## config.mk

```make
export PLATFORM = sky130hd
export DESIGN_NAME = mem_stage
export DESIGN_NICKNAME = d
export VERILOG_FILES = /design/src/rtl/mips_pkg.sv /design/src/rtl/mem_lane_fmt.sv /design/src/rtl/mem_stage.sv
export SDC_FILE = /design/constraint.sdc
export NUM_CORES = 1
export LEC_CHECK = 0
export ABC_AREA = 1
export BUFFER_PORTS_ARGS = -buffer_cell sky130_fd_sc_hd__buf_2
export CAP_MARGIN = 25
export CORE_MARGIN = 5
export CORE_UTILIZATION = 45
export CTS_BUF_LIST = sky130_fd_sc_hd__clkbuf_8
export DETAILED_ROUTE_END_ITERATION = 7
export PLACE_DENSITY = 0.79
export SLEW_MARGIN = 0
export SYNTH_ARGS = -nofsm -noshare
export SYNTH_HDL_FRONTEND = slang
export SYNTH_SLANG_ARGS = --single-unit
```

## constraint.sdc

```tcl
create_clock -name clk -period 2.1 [get_ports clk]
set_input_delay 0.105 -clock clk [delete_from_list [all_inputs] [get_ports clk]]
set_output_delay 0.105 -clock clk [all_outputs]
set_load 0.01 [all_outputs]
```

## src/rtl/mips_pkg.sv

```systemverilog
// rtl/mips_pkg.sv - shared control-bus field indices, size codes and mem stage FSM type
package mips_pkg;

    localparam int CTRL_SRC_HI   = 17;
    localparam int CTRL_SRC_LO   = 15;
    localparam int CTRL_ALUOP_HI = 14;
    localparam int CTRL_ALUOP_LO = 11;
    localparam int CTRL_BRANCH   = 10;
    localparam int CTRL_LOAD     = 9;
    localparam int CTRL_RFEN     = 8;
    localparam int CTRL_TA       = 7;
    localparam int CTRL_STORE    = 6;
    localparam int CTRL_SIZE_HI  = 5;
    localparam int CTRL_SIZE_LO  = 4;
    localparam int CTRL_SIGNED   = 3;

    localparam logic [1:0] SZ_BYTE = 2'b00;
    localparam logic [1:0] SZ_HALF = 2'b01;
    localparam logic [1:0] SZ_WORD = 2'b10;

    typedef enum logic {
        ST_IDLE = 1'b0,
        ST_WAIT = 1'b1
    } mem_state_e;

endpackage

```

## src/rtl/mem_lane_fmt.sv

```systemverilog
// rtl/mem_lane_fmt.sv - store lane replication / byte enables, load extract / extend, misalignment
module mem_lane_fmt
    import mips_pkg::*;
(
    input  logic [1:0]  size_i,
    input  logic [1:0]  off_i,
    input  logic        signed_i,
    input  logic [31:0] st_data_i,
    input  logic [31:0] ld_data_i,
    output logic [31:0] st_wdata_o,
    output logic [3:0]  st_be_o,
    output logic [31:0] ld_result_o,
    output logic        misaligned_o
);

    logic [7:0]  lane8;
    logic [15:0] lane16;

    always_comb begin
        lane8        = 8'(ld_data_i >> {off_i, 3'b000});
        lane16       = off_i[1] ? ld_data_i[31:16] : ld_data_i[15:0];
        st_wdata_o   = st_data_i;
        st_be_o      = 4'b1111;
        ld_result_o  = ld_data_i;
        misaligned_o = 1'b0;
        case (size_i)
            SZ_BYTE: begin
                st_wdata_o  = {4{st_data_i[7:0]}};
                st_be_o     = 4'b0001 << off_i;
                ld_result_o = signed_i ? {{24{lane8[7]}}, lane8} : {24'b0, lane8};
            end
            SZ_HALF: begin
                st_wdata_o   = {2{st_data_i[15:0]}};
                st_be_o      = 4'b0011 << off_i;
                ld_result_o  = signed_i ? {{16{lane16[15]}}, lane16} : {16'b0, lane16};
                misaligned_o = off_i[0];
            end
            // reserved size code 11 behaves as a word access
            default: begin
                misaligned_o = |off_i;
            end
        endcase
    end

endmodule

```

## src/rtl/mem_stage.sv

```systemverilog
// rtl/mem_stage.sv - memory-access pipeline stage with req/ack data memory port and ack timeout
module mem_stage
    import mips_pkg::*;
#(
    parameter int DATA_W      = 32,
    parameter int ADDR_W      = 32,
    parameter int CTRL_W      = 18,
    parameter int ACK_TIMEOUT = 16
) (
    input  logic              clk,
    input  logic              reset,
    input  logic              ex_valid,
    input  logic [CTRL_W-1:0] ex_ctrl,
    input  logic [DATA_W-1:0] ex_alu_result,
    input  logic [DATA_W-1:0] ex_store_data,
    input  logic [4:0]        ex_rd,
    input  logic              flush,
    output logic              stall_out,
    output logic              dm_req,
    output logic              dm_we,
    output logic [ADDR_W-1:0] dm_addr,
    output logic [DATA_W-1:0] dm_wdata,
    output logic [3:0]        dm_be,
    input  logic [DATA_W-1:0] dm_rdata,
    input  logic              dm_ack,
    output logic              wb_valid,
    output logic              wb_rf_enable,
    output logic [4:0]        wb_rd,
    output logic [DATA_W-1:0] wb_data,
    output logic              exc_align,
    output logic              exc_bus
);

    localparam int CNT_W = (ACK_TIMEOUT < 2) ? 1 : $clog2(ACK_TIMEOUT);
    localparam logic [CNT_W-1:0] TO_LAST = CNT_W'(ACK_TIMEOUT - 1);

    mem_state_e        state_q, state_d;
    logic [CNT_W-1:0]  cnt_q, cnt_d;
    logic              we_q, we_d;
    logic [ADDR_W-1:0] addr_q, addr_d;
    logic [DATA_W-1:0] wdata_q, wdata_d;
    logic [3:0]        be_q, be_d;
    logic [1:0]        size_q, size_d;
    logic [1:0]        off_q, off_d;
    logic              signed_q, signed_d;
    logic              rfen_q, rfen_d;
    logic [4:0]        rd_q, rd_d;
    logic              wbv_q, wbv_d;
    logic              wbrf_q, wbrf_d;
    logic [4:0]        wbrd_q, wbrd_d;
    logic [DATA_W-1:0] wbdata_q, wbdata_d;
    logic              exca_q, exca_d;
    logic              excb_q, excb_d;

    logic [1:0]        ex_size;
    logic              ex_load, ex_store, ex_mem;
    logic              in_wait, to_hit;
    logic [1:0]        fmt_size, fmt_off;
    logic [31:0]       fmt_wdata, fmt_ld;
    logic [3:0]        fmt_be;
    logic              fmt_misaligned;
    logic              unused_ctrl;

    assign ex_size  = ex_ctrl[CTRL_SIZE_HI:CTRL_SIZE_LO];
    assign ex_load  = ex_ctrl[CTRL_LOAD];
    assign ex_store = ex_ctrl[CTRL_STORE];
    assign ex_mem   = ex_load | ex_store;
    assign in_wait  = (state_q == ST_WAIT);
    assign to_hit   = (ACK_TIMEOUT != 0) && (cnt_q == TO_LAST);

    assign unused_ctrl = ^{ex_ctrl[CTRL_SRC_HI:CTRL_SRC_LO], ex_ctrl[CTRL_ALUOP_HI:CTRL_ALUOP_LO],
                           ex_ctrl[CTRL_BRANCH], ex_ctrl[CTRL_TA], ex_ctrl[2:0]};

    // One formatter serves both directions: EX fields for store lanes in IDLE, latched fields for loads in WAIT
    assign fmt_size = in_wait ? size_q : ex_size;
    assign fmt_off  = in_wait ? off_q : ex_alu_result[1:0];

    mem_lane_fmt u_fmt (
        .size_i       (fmt_size),
        .off_i        (fmt_off),
        .signed_i     (signed_q),
        .st_data_i    (ex_store_data),
        .ld_data_i    (dm_rdata),
        .st_wdata_o   (fmt_wdata),
        .st_be_o      (fmt_be),
        .ld_result_o  (fmt_ld),
        .misaligned_o (fmt_misaligned)
    );

    always_comb begin
        state_d  = state_q;
        cnt_d    = cnt_q;
        we_d     = we_q;
        addr_d   = addr_q;
        wdata_d  = wdata_q;
        be_d     = be_q;
        size_d   = size_q;
        off_d    = off_q;
        signed_d = signed_q;
        rfen_d   = rfen_q;
        rd_d     = rd_q;
        wbv_d    = 1'b0;
        wbrf_d   = wbrf_q;
        wbrd_d   = wbrd_q;
        wbdata_d = wbdata_q;
        exca_d   = 1'b0;
        excb_d   = 1'b0;
        case (state_q)
            ST_IDLE: begin
                cnt_d = '0;
                if (ex_valid && !flush) begin
                    if (!ex_mem) begin
                        wbv_d    = 1'b1;
                        wbdata_d = ex_alu_result;
                        wbrf_d   = ex_ctrl[CTRL_RFEN];
                        wbrd_d   = ex_rd;
                    end else if (fmt_misaligned) begin
                        wbv_d  = 1'b1;
                        wbrf_d = 1'b0;
                        wbrd_d = ex_rd;
                        exca_d = 1'b1;
                    end else begin
                        state_d  = ST_WAIT;
                        we_d     = ex_store & ~ex_load;
                        addr_d   = {ex_alu_result[ADDR_W-1:2], 2'b00};
                        wdata_d  = fmt_wdata;
                        be_d     = fmt_be;
                        size_d   = ex_size;
                        off_d    = ex_alu_result[1:0];
                        signed_d = ex_ctrl[CTRL_SIGNED];
                        rfen_d   = ex_ctrl[CTRL_RFEN];
                        rd_d     = ex_rd;
                    end
                end
            end
            ST_WAIT: begin
                if (dm_ack) begin
                    state_d = ST_IDLE;
                    wbv_d   = 1'b1;
                    wbrd_d  = rd_q;
                    if (we_q) begin
                        wbrf_d = 1'b0;
                    end else begin
                        wbrf_d   = rfen_q;
                        wbdata_d = fmt_ld;
                    end
                end else if (to_hit) begin
                    state_d = ST_IDLE;
                    wbv_d   = 1'b1;
                    wbrf_d  = 1'b0;
                    wbrd_d  = rd_q;
                    excb_d  = 1'b1;
                end else begin
                    cnt_d = cnt_q + 1'b1;
                end
            end
            default: state_d = ST_IDLE;
        endcase
    end

    always_ff @(posedge clk or negedge reset) begin
        if (!reset) begin
            state_q  <= ST_IDLE;
            cnt_q    <= '0;
            we_q     <= 1'b0;
            addr_q   <= '0;
            wdata_q  <= '0;
            be_q     <= '0;
            size_q   <= '0;
            off_q    <= '0;
            signed_q <= 1'b0;
            rfen_q   <= 1'b0;
            rd_q     <= '0;
            wbv_q    <= 1'b0;
            wbrf_q   <= 1'b0;
            wbrd_q   <= '0;
            wbdata_q <= '0;
            exca_q   <= 1'b0;
            excb_q   <= 1'b0;
        end else begin
            state_q  <= state_d;
            cnt_q    <= cnt_d;
            we_q     <= we_d;
            addr_q   <= addr_d;
            wdata_q  <= wdata_d;
            be_q     <= be_d;
            size_q   <= size_d;
            off_q    <= off_d;
            signed_q <= signed_d;
            rfen_q   <= rfen_d;
            rd_q     <= rd_d;
            wbv_q    <= wbv_d;
            wbrf_q   <= wbrf_d;
            wbrd_q   <= wbrd_d;
            wbdata_q <= wbdata_d;
            exca_q   <= exca_d;
            excb_q   <= excb_d;
        end
    end

    assign stall_out    = in_wait;
    assign dm_req       = in_wait;
    assign dm_we        = we_q;
    assign dm_addr      = addr_q;
    assign dm_wdata     = wdata_q;
    assign dm_be        = be_q;
    assign wb_valid     = wbv_q;
    assign wb_rf_enable = wbrf_q;
    assign wb_rd        = wbrd_q;
    assign wb_data      = wbdata_q;
    assign exc_align    = exca_q;
    assign exc_bus      = excb_q;

endmodule
```

=== Yosys cells after proc, flatten, opt, wreduce, memory -nomap -nowiden ===
Index checks and enable logic that the tools add are counted.

* $add $sub $neg: 1
* Eq/ne operators: 10
* Shift operators: 3
* Muxes and demuxes: 47
* Bitwise operators: 5
* Reduce and logical (&&, ||, !) cells: 8

{| class="wikitable"
|+ Operator list
! operator !! number
|-
| 32-bit two-way mux || 6
|-
| 32-bit one-hot mux with 2 select lines || 3
|-
| 32-bit by 5-bit right shift with 8-bit output || 1
|-
| 5-bit two-way mux || 5
|-
| 1-bit two-way mux || 21
|-
| 16-bit two-way mux || 1
|-
| 4-bit one-hot mux with 2 select lines || 2
|-
| 2-bit != test (second input constant) || 6
|-
| 5-bit one-hot mux with 2 select lines || 1
|-
| 4-bit two-way mux || 2
|-
| 1-bit one-hot mux with 2 select lines || 4
|-
| 4-bit AND reduction || 2
|-
| 4-bit by 1-bit adder with 4-bit output (second input constant) || 1
|-
| 4-bit equality test (second input constant) || 1
|-
| 2-bit two-way mux || 2
|-
| 1-bit by 2-bit << shifter with 4-bit output (first input constant) || 1
|-
| 2-bit by 2-bit << shifter with 4-bit output (first input constant) || 1
|-
| 3-bit by 2-bit != test with 1-bit output (second input constant) || 1
|-
| 3-bit != test (second input constant) || 1
|-
| 1-bit inverter || 3
|-
| 3-bit AND reduction || 1
|-
| 2-bit by 1-bit equality test with 1-bit output (second input constant) || 1
|-
| 2-bit logical NOT || 1
|-
| 2-bit AND reduction || 1
|-
| other kinds (5) || 5
|}

* Flip-flop bits (word level): 124
* Bits of input ports: 124
* Output and inout port bits: 112
* Logic and storage cells: 91

=== Depth between registers and ports, before layout ===
* Word-level depth: 7
* Gate-level depth with buffers: 13
* Mapped depth without buffers: 11

=== Modules after synthesis ===
Synthesis repeated with hierarchy kept, for this count alone.

* Cells, all modules: 930
* Area, all modules: 6668.9 µm²

{| class="wikitable"
|+ By module, submodules not included
! module !! instances !! cells each !! area each (µm²) !! sequential area each (µm²)
|-
| mem_stage || 1 || 651 || 5356.4 || 3103.0
|-
| mem_lane_fmt || 1 || 279 || 1312.5 || 0.0
|}

=== Least setup slack after synthesis ===
Ideal clock, no wire load.

* Kind: reg2reg
* Start point: register state_q, in the netlist dm_req
* End point: register wdata_q[16], in the netlist dm_wdata[16]
* Library setup time: 0.117 ns
* Arrival time: 1.605 ns
* Data required time: 1.983 ns
* Path slack: 0.379 ns
* Cell stages (with the launch flop): 11
* Buffers on the path: 2
* Clock period less this slack: 1.721 ns
* Cells stage by stage: dfrtp_1 -> o21ai_2 -> nor2_8 -> nand2_2 -> nand2_2 -> nand2_4 -> nand2_4 -> buf_6 -> buf_4 -> nand2_1 -> nand2_1

* Cells in the longest elaborated chain, start to end: 5
* Elaborated cells on any way between the ends: 10

{| class="wikitable"
|+ RTL lines
! what !! line !! source
|-
| start, declared || mem_stage.sv:37 || <nowiki>mem_state_e state_q, state_d;</nowiki>
|-
| start signal, assigned || mem_stage.sv:181 || <nowiki>state_q <= state_d;</nowiki>
|-
| 2-bit two-way mux, on equally long branches || mem_stage.sv:75, mem_stage.sv:76 ||
|-
| 2-bit by 1-bit equality test with 1-bit output, or another cell as far along || mem_lane_fmt.sv:26 || <nowiki>case (size_i)</nowiki>
|-
| 1-bit one-hot mux with 2 select lines || mem_lane_fmt.sv:26 ||
|-
| 1-bit inverter (no line) || - ||
|-
| 4-bit AND reduction (no line) || - ||
|-
| end signal, assigned || mem_stage.sv:185 || <nowiki>wdata_q <= wdata_d;</nowiki>
|-
| end, declared || mem_stage.sv:41 || <nowiki>logic [DATA_W-1:0] wdata_q, wdata_d;</nowiki>
|}

Several ways; a longest one is shown, not always the timed one.
A chain may end at the register's enable or synchronous reset.

=== Worst setup path in the final report ===
* Start point: register state_q, in the netlist dm_req
* End point: register wbdata_q[30], in the netlist wb_data[30]

* Cells in the longest elaborated chain, start to end: 7
* Elaborated cells on any way between the ends: 18

{| class="wikitable"
|+ RTL lines
! what !! line !! source
|-
| 2-bit two-way mux || mem_stage.sv:76 || <nowiki>assign fmt_off = in_wait ? off_q : ex_alu_result[1:0];</nowiki>
|-
| 32-bit by 5-bit right shift with 8-bit output or 16-bit two-way mux (tied branches) || mem_lane_fmt.sv:20, mem_lane_fmt.sv:21 ||
|-
| 32-bit two-way mux, on equally long branches || mem_lane_fmt.sv:30, mem_lane_fmt.sv:35 ||
|-
| 32-bit one-hot mux with 2 select lines || mem_lane_fmt.sv:26 ||
|-
| 32-bit two-way mux || mem_stage.sv:141 || <nowiki>if (we_q) begin</nowiki>
|-
| 32-bit two-way mux || mem_stage.sv:137 || <nowiki>if (dm_ack) begin</nowiki>
|-
| 32-bit one-hot mux with 2 select lines || mem_stage.sv:108 || <nowiki>case (state_q)</nowiki>
|-
| end signal, assigned || mem_stage.sv:195 || <nowiki>wbdata_q <= wbdata_d;</nowiki>
|-
| end, declared || mem_stage.sv:51 || <nowiki>logic [DATA_W-1:0] wbdata_q, wbdata_d;</nowiki>
|}

Several ways; a longest one is shown, not always the timed one. The select of a mux whose other input is x is not followed.

==> results.md <==
- Count of buffers inserted at the top-level ports: 221
- Mapped cell area: 6317 um2
- PwrDens: 1124 nW/um2
- RSZ-0062 raised after global routing: yes
- Worst slew margin: 59.22%
- Core Area: ~14000 um2
- Number of global-route vias before repair: 6516
- Synth Warn #: 0
- Worst-path maximum fanout: 16
- Core Util, Final: 63.73%
- Clk buf depth: 2
- WP data arrival: 2.30 ns
- Mux cell area share after synthesis: 0.6338%
- Largest net degree at the start of global routing: 45
- Cell mode on critical path: nand2_1
- Sequential area share after synthesis: 49.12%
- Hold Path Class: in2reg
- Synth cell types: 34
- Starting DRC count in detailed routing: between 500 and 600
- Via total after detailed routing: 6612
- Antenna violations before repair: 2
- Element type at the critical path end: flip-flop
- FFs w/ async S/R, synth: 100.0%
- CP bufs+invs: 1
- VDD IR-drop max: 0.0008224 V
- Number of flops mapped to enable cells by yosys: 0
- Clock latency on the worst-skew pair: 0.44 ns
- Layout cells sized above 1: around a quarter
- Area grow syn2layout: 39.49%
- Total grt overflow: 0
- Setup Total Neg Slack: 0 ns
- Top-count cell post-synth: nand2_1
- Drt drc: 0
- Critical path class: reg2reg
- Post-Synthesis Cells: ~840
- Largest family of logic cells by synthesized area: simple AND/OR/NAND/NOR gates
- Avg WL per Cell: approximately 15 um
- Outcome: finished clean
- Final Setup Violations: 0
- Total track usage: 24.60%
- Die area: 16510 um2
- Tmin final: approximately 2 ns
- Detailed Route WL: 20130 um
- Post-CTS setup buffers: 0
- Number of vias per cell: 4.968
- CTS tree: yes
- Max cap viols: 0
- Critical path depth in cells: 8
- Final antenna-violating net count: 0
- Fmax: 0.5050 GHz
- Num rows: 43
- Critical Path, Cell by Cell: inv_2 -> nand2_1 -> nand2_1 -> o21ai_0 -> nand3b_4 -> nand3_1 -> nand2_1 -> nand2_1
- Max Slew Vio Count: 0
- Routability cong.: 0.8741
- Synth top area cells: dfrtp_1 (49%), nand2_1 (19%), o21ai_0 (6.3%)
- PnR worst setup slack: 0.1197 ns
- WHS Path Cells: 5
- Clk sink count: 124
- Synth top cells by count: nand2_1 (325), dfrtp_1 (124), o21ai_0 (79)
- Root Buffer: clkbuf_8
- Dpl ws: 0.1638 ns
- Synth area leader: dfrtp_1
- Hold slack final: roughly 0.029 ns
- TritonRoute pass-1 iters: 6
- Synth Area in Compound Gates: 13.15%
- Synth Area in Simple Gates: around 28%
- Crit path max-delay family: simple AND/OR/NAND/NOR gates
- Initial core utilization: 45.69%
- Nets: about 1300
- Synthesized area per cell: about 7.5 um2
- Required @ worst endpoint: 2.42 ns
- First-pass GRT wire length: about 32000 um
- H-tree depth: 4
- Post-synthesis xor/xnor area fraction: 0.1386%
- Skew final: 0.01246 ns
- Post-DP HPWL: 14050 um
- Inserted Clock Buffers: 17
- Reg2Reg Depth: 8
- I/O pins: 236
- Height of the die: between 100 and 150 um
- Slowest-stage cell, CP: dfrtp_1
- FF+latch count, synth: 124
- CP Launch Type: flip-flop
- Top-area cell type share of the netlist area: 49.12%
- Worst Tran Pin Value: 0.6117 ns
- Post-synth top flop: dfrtp_1
- Die width: 128.5 um
- Slowest stage delay, CP: 0.52 ns
- Leak: 4.901 nW
- Final period utilization: between 90% and 100%
- Final Hold Vio Count: 0
- Clock-pin slew on the worst setup and hold paths: 0.07 ns
- Synthesized-area fraction occupied by adder cells: 0.1981%
-- path summary, 6_finish.rpt --
kind | from | to | slack (ns)
hold reg to reg | wb_data[24] | wb_data[24] | 0.47
setup reg to reg | dm_req | wb_data[30] | 0.12
min in group asynchronous | reset | dm_wdata[10] | 0.22
max in group asynchronous | reset | wb_data[30] | 1.20
hold / removal | dm_rdata[23] | wb_data[23] | 0.03
setup / recovery | dm_req | wb_data[30] | 0.12
-- tightest hold or removal path, stage by stage --
cell     delay, ns
buf_2         0.10
a21oi_1       0.06
nand3_1       0.07
nand2_1       0.04
nand2_1       0.05
-- cell families after synthesis --
kind of cell | Yosys count
AOI/OAI and AO/OA | 162
xor gates and xnor gates | 1
adders and majority gates | 1
buffers and inverters | 122
DFF | 124
muxes | 4
other | 1
and+or+nand+nor | 424
-- layout make-up --
| cell class | instances | area (um2) |
|---|---|---|
| Fill cell | 1169 | 5015 |
| Inverter | 75 | 281.5 |
| Sequential cell | 124 | 3103 |
| Timing Repair Buffer | 324 | 2112 |
| Multi-Input combinational cell | 594 | 2671 |
| Clock inverter | 11 | 125.1 |
| Clock buffer | 21 | 289.0 |
| Tap cell | 180 | 225.2 |
| Antenna cell | 2 | 5.005 |
-- power breakdown --
group          internal [mW]  leakage (nW)  total (mW)  switching [mW]
Combinational           1.54          3.13        3.80            2.26
Clock                   1.28         0.230        2.19           0.916
Sequential              3.38          1.54        3.92           0.541
-- registers in the layout, summed over array words and instances (netlist names) --
| signal | count |
|---|---|
| exc_align | 1 |
| exc_bus | 1 |
| dm_wdata | 32 |
| cnt_q | 4 |
| wb_rf_enable | 1 |
| wb_data | 32 |
| dm_we | 1 |
| off_q | 2 |
| rfen_q | 1 |
| signed_q | 1 |
| wb_rd | 5 |
| size_q | 2 |
| rd_q | 5 |
| dm_addr | 30 |
| wb_valid | 1 |
| dm_req | 1 |
| dm_be | 4 |
-- timing repair --
item | CTS | global route
resized for setup | 0 | 1
hold buffers | 77 | 0
hold endpoints to repair | 130 | 0
endpoints found under the setup margin | 0 | 52
-- metrics by stage --
step | instance area (um2) | std cells | total power [mW]
6_report | 8812 | 1331 | 9.909
5_1_grt | 8810 | 1330 | 10.64
4_1_cts | 8800 | 1329 | 9.940
3_5_place_dp | 7615 | 1220 | 7.604
3_3_place_gp | 7615 | 1220 | 7.503
2_1_floorplan | 6321 | 840 | 5.982
-- cells in the final DEF, fill, tap and decap left out, types with 15 or more instances in the layout --
master,instances
nand2_1,324
buf_2,220
dfrtp_1,124
o21ai_0,79
dlygate4sd3_1,77
inv_1,75
a21oi_1,68
nor2_1,41
nand3_1,31
buf_4,24
clkbuf_8,21
nand2_2,15
-- metal layers --
| layer | vias to the layer above | routed length [um] | GRT usage [%] | part of all wire (%) |
|---|---|---|---|---|
| li1 | 3245 | - | - | - |
| met1 | 3010 | 8140 | 31.13 | 40 |
| met2 | 290 | 9658 | 39.75 | 48 |
| met3 | 65 | 1527 | 7.098 | 7.6 |
| met4 | 2 | 792 | 9.988 | 3.9 |
| met5 | - | 7 | 0 | 0.035 |
Note: power is estimated with default switching activity, not from simulation.
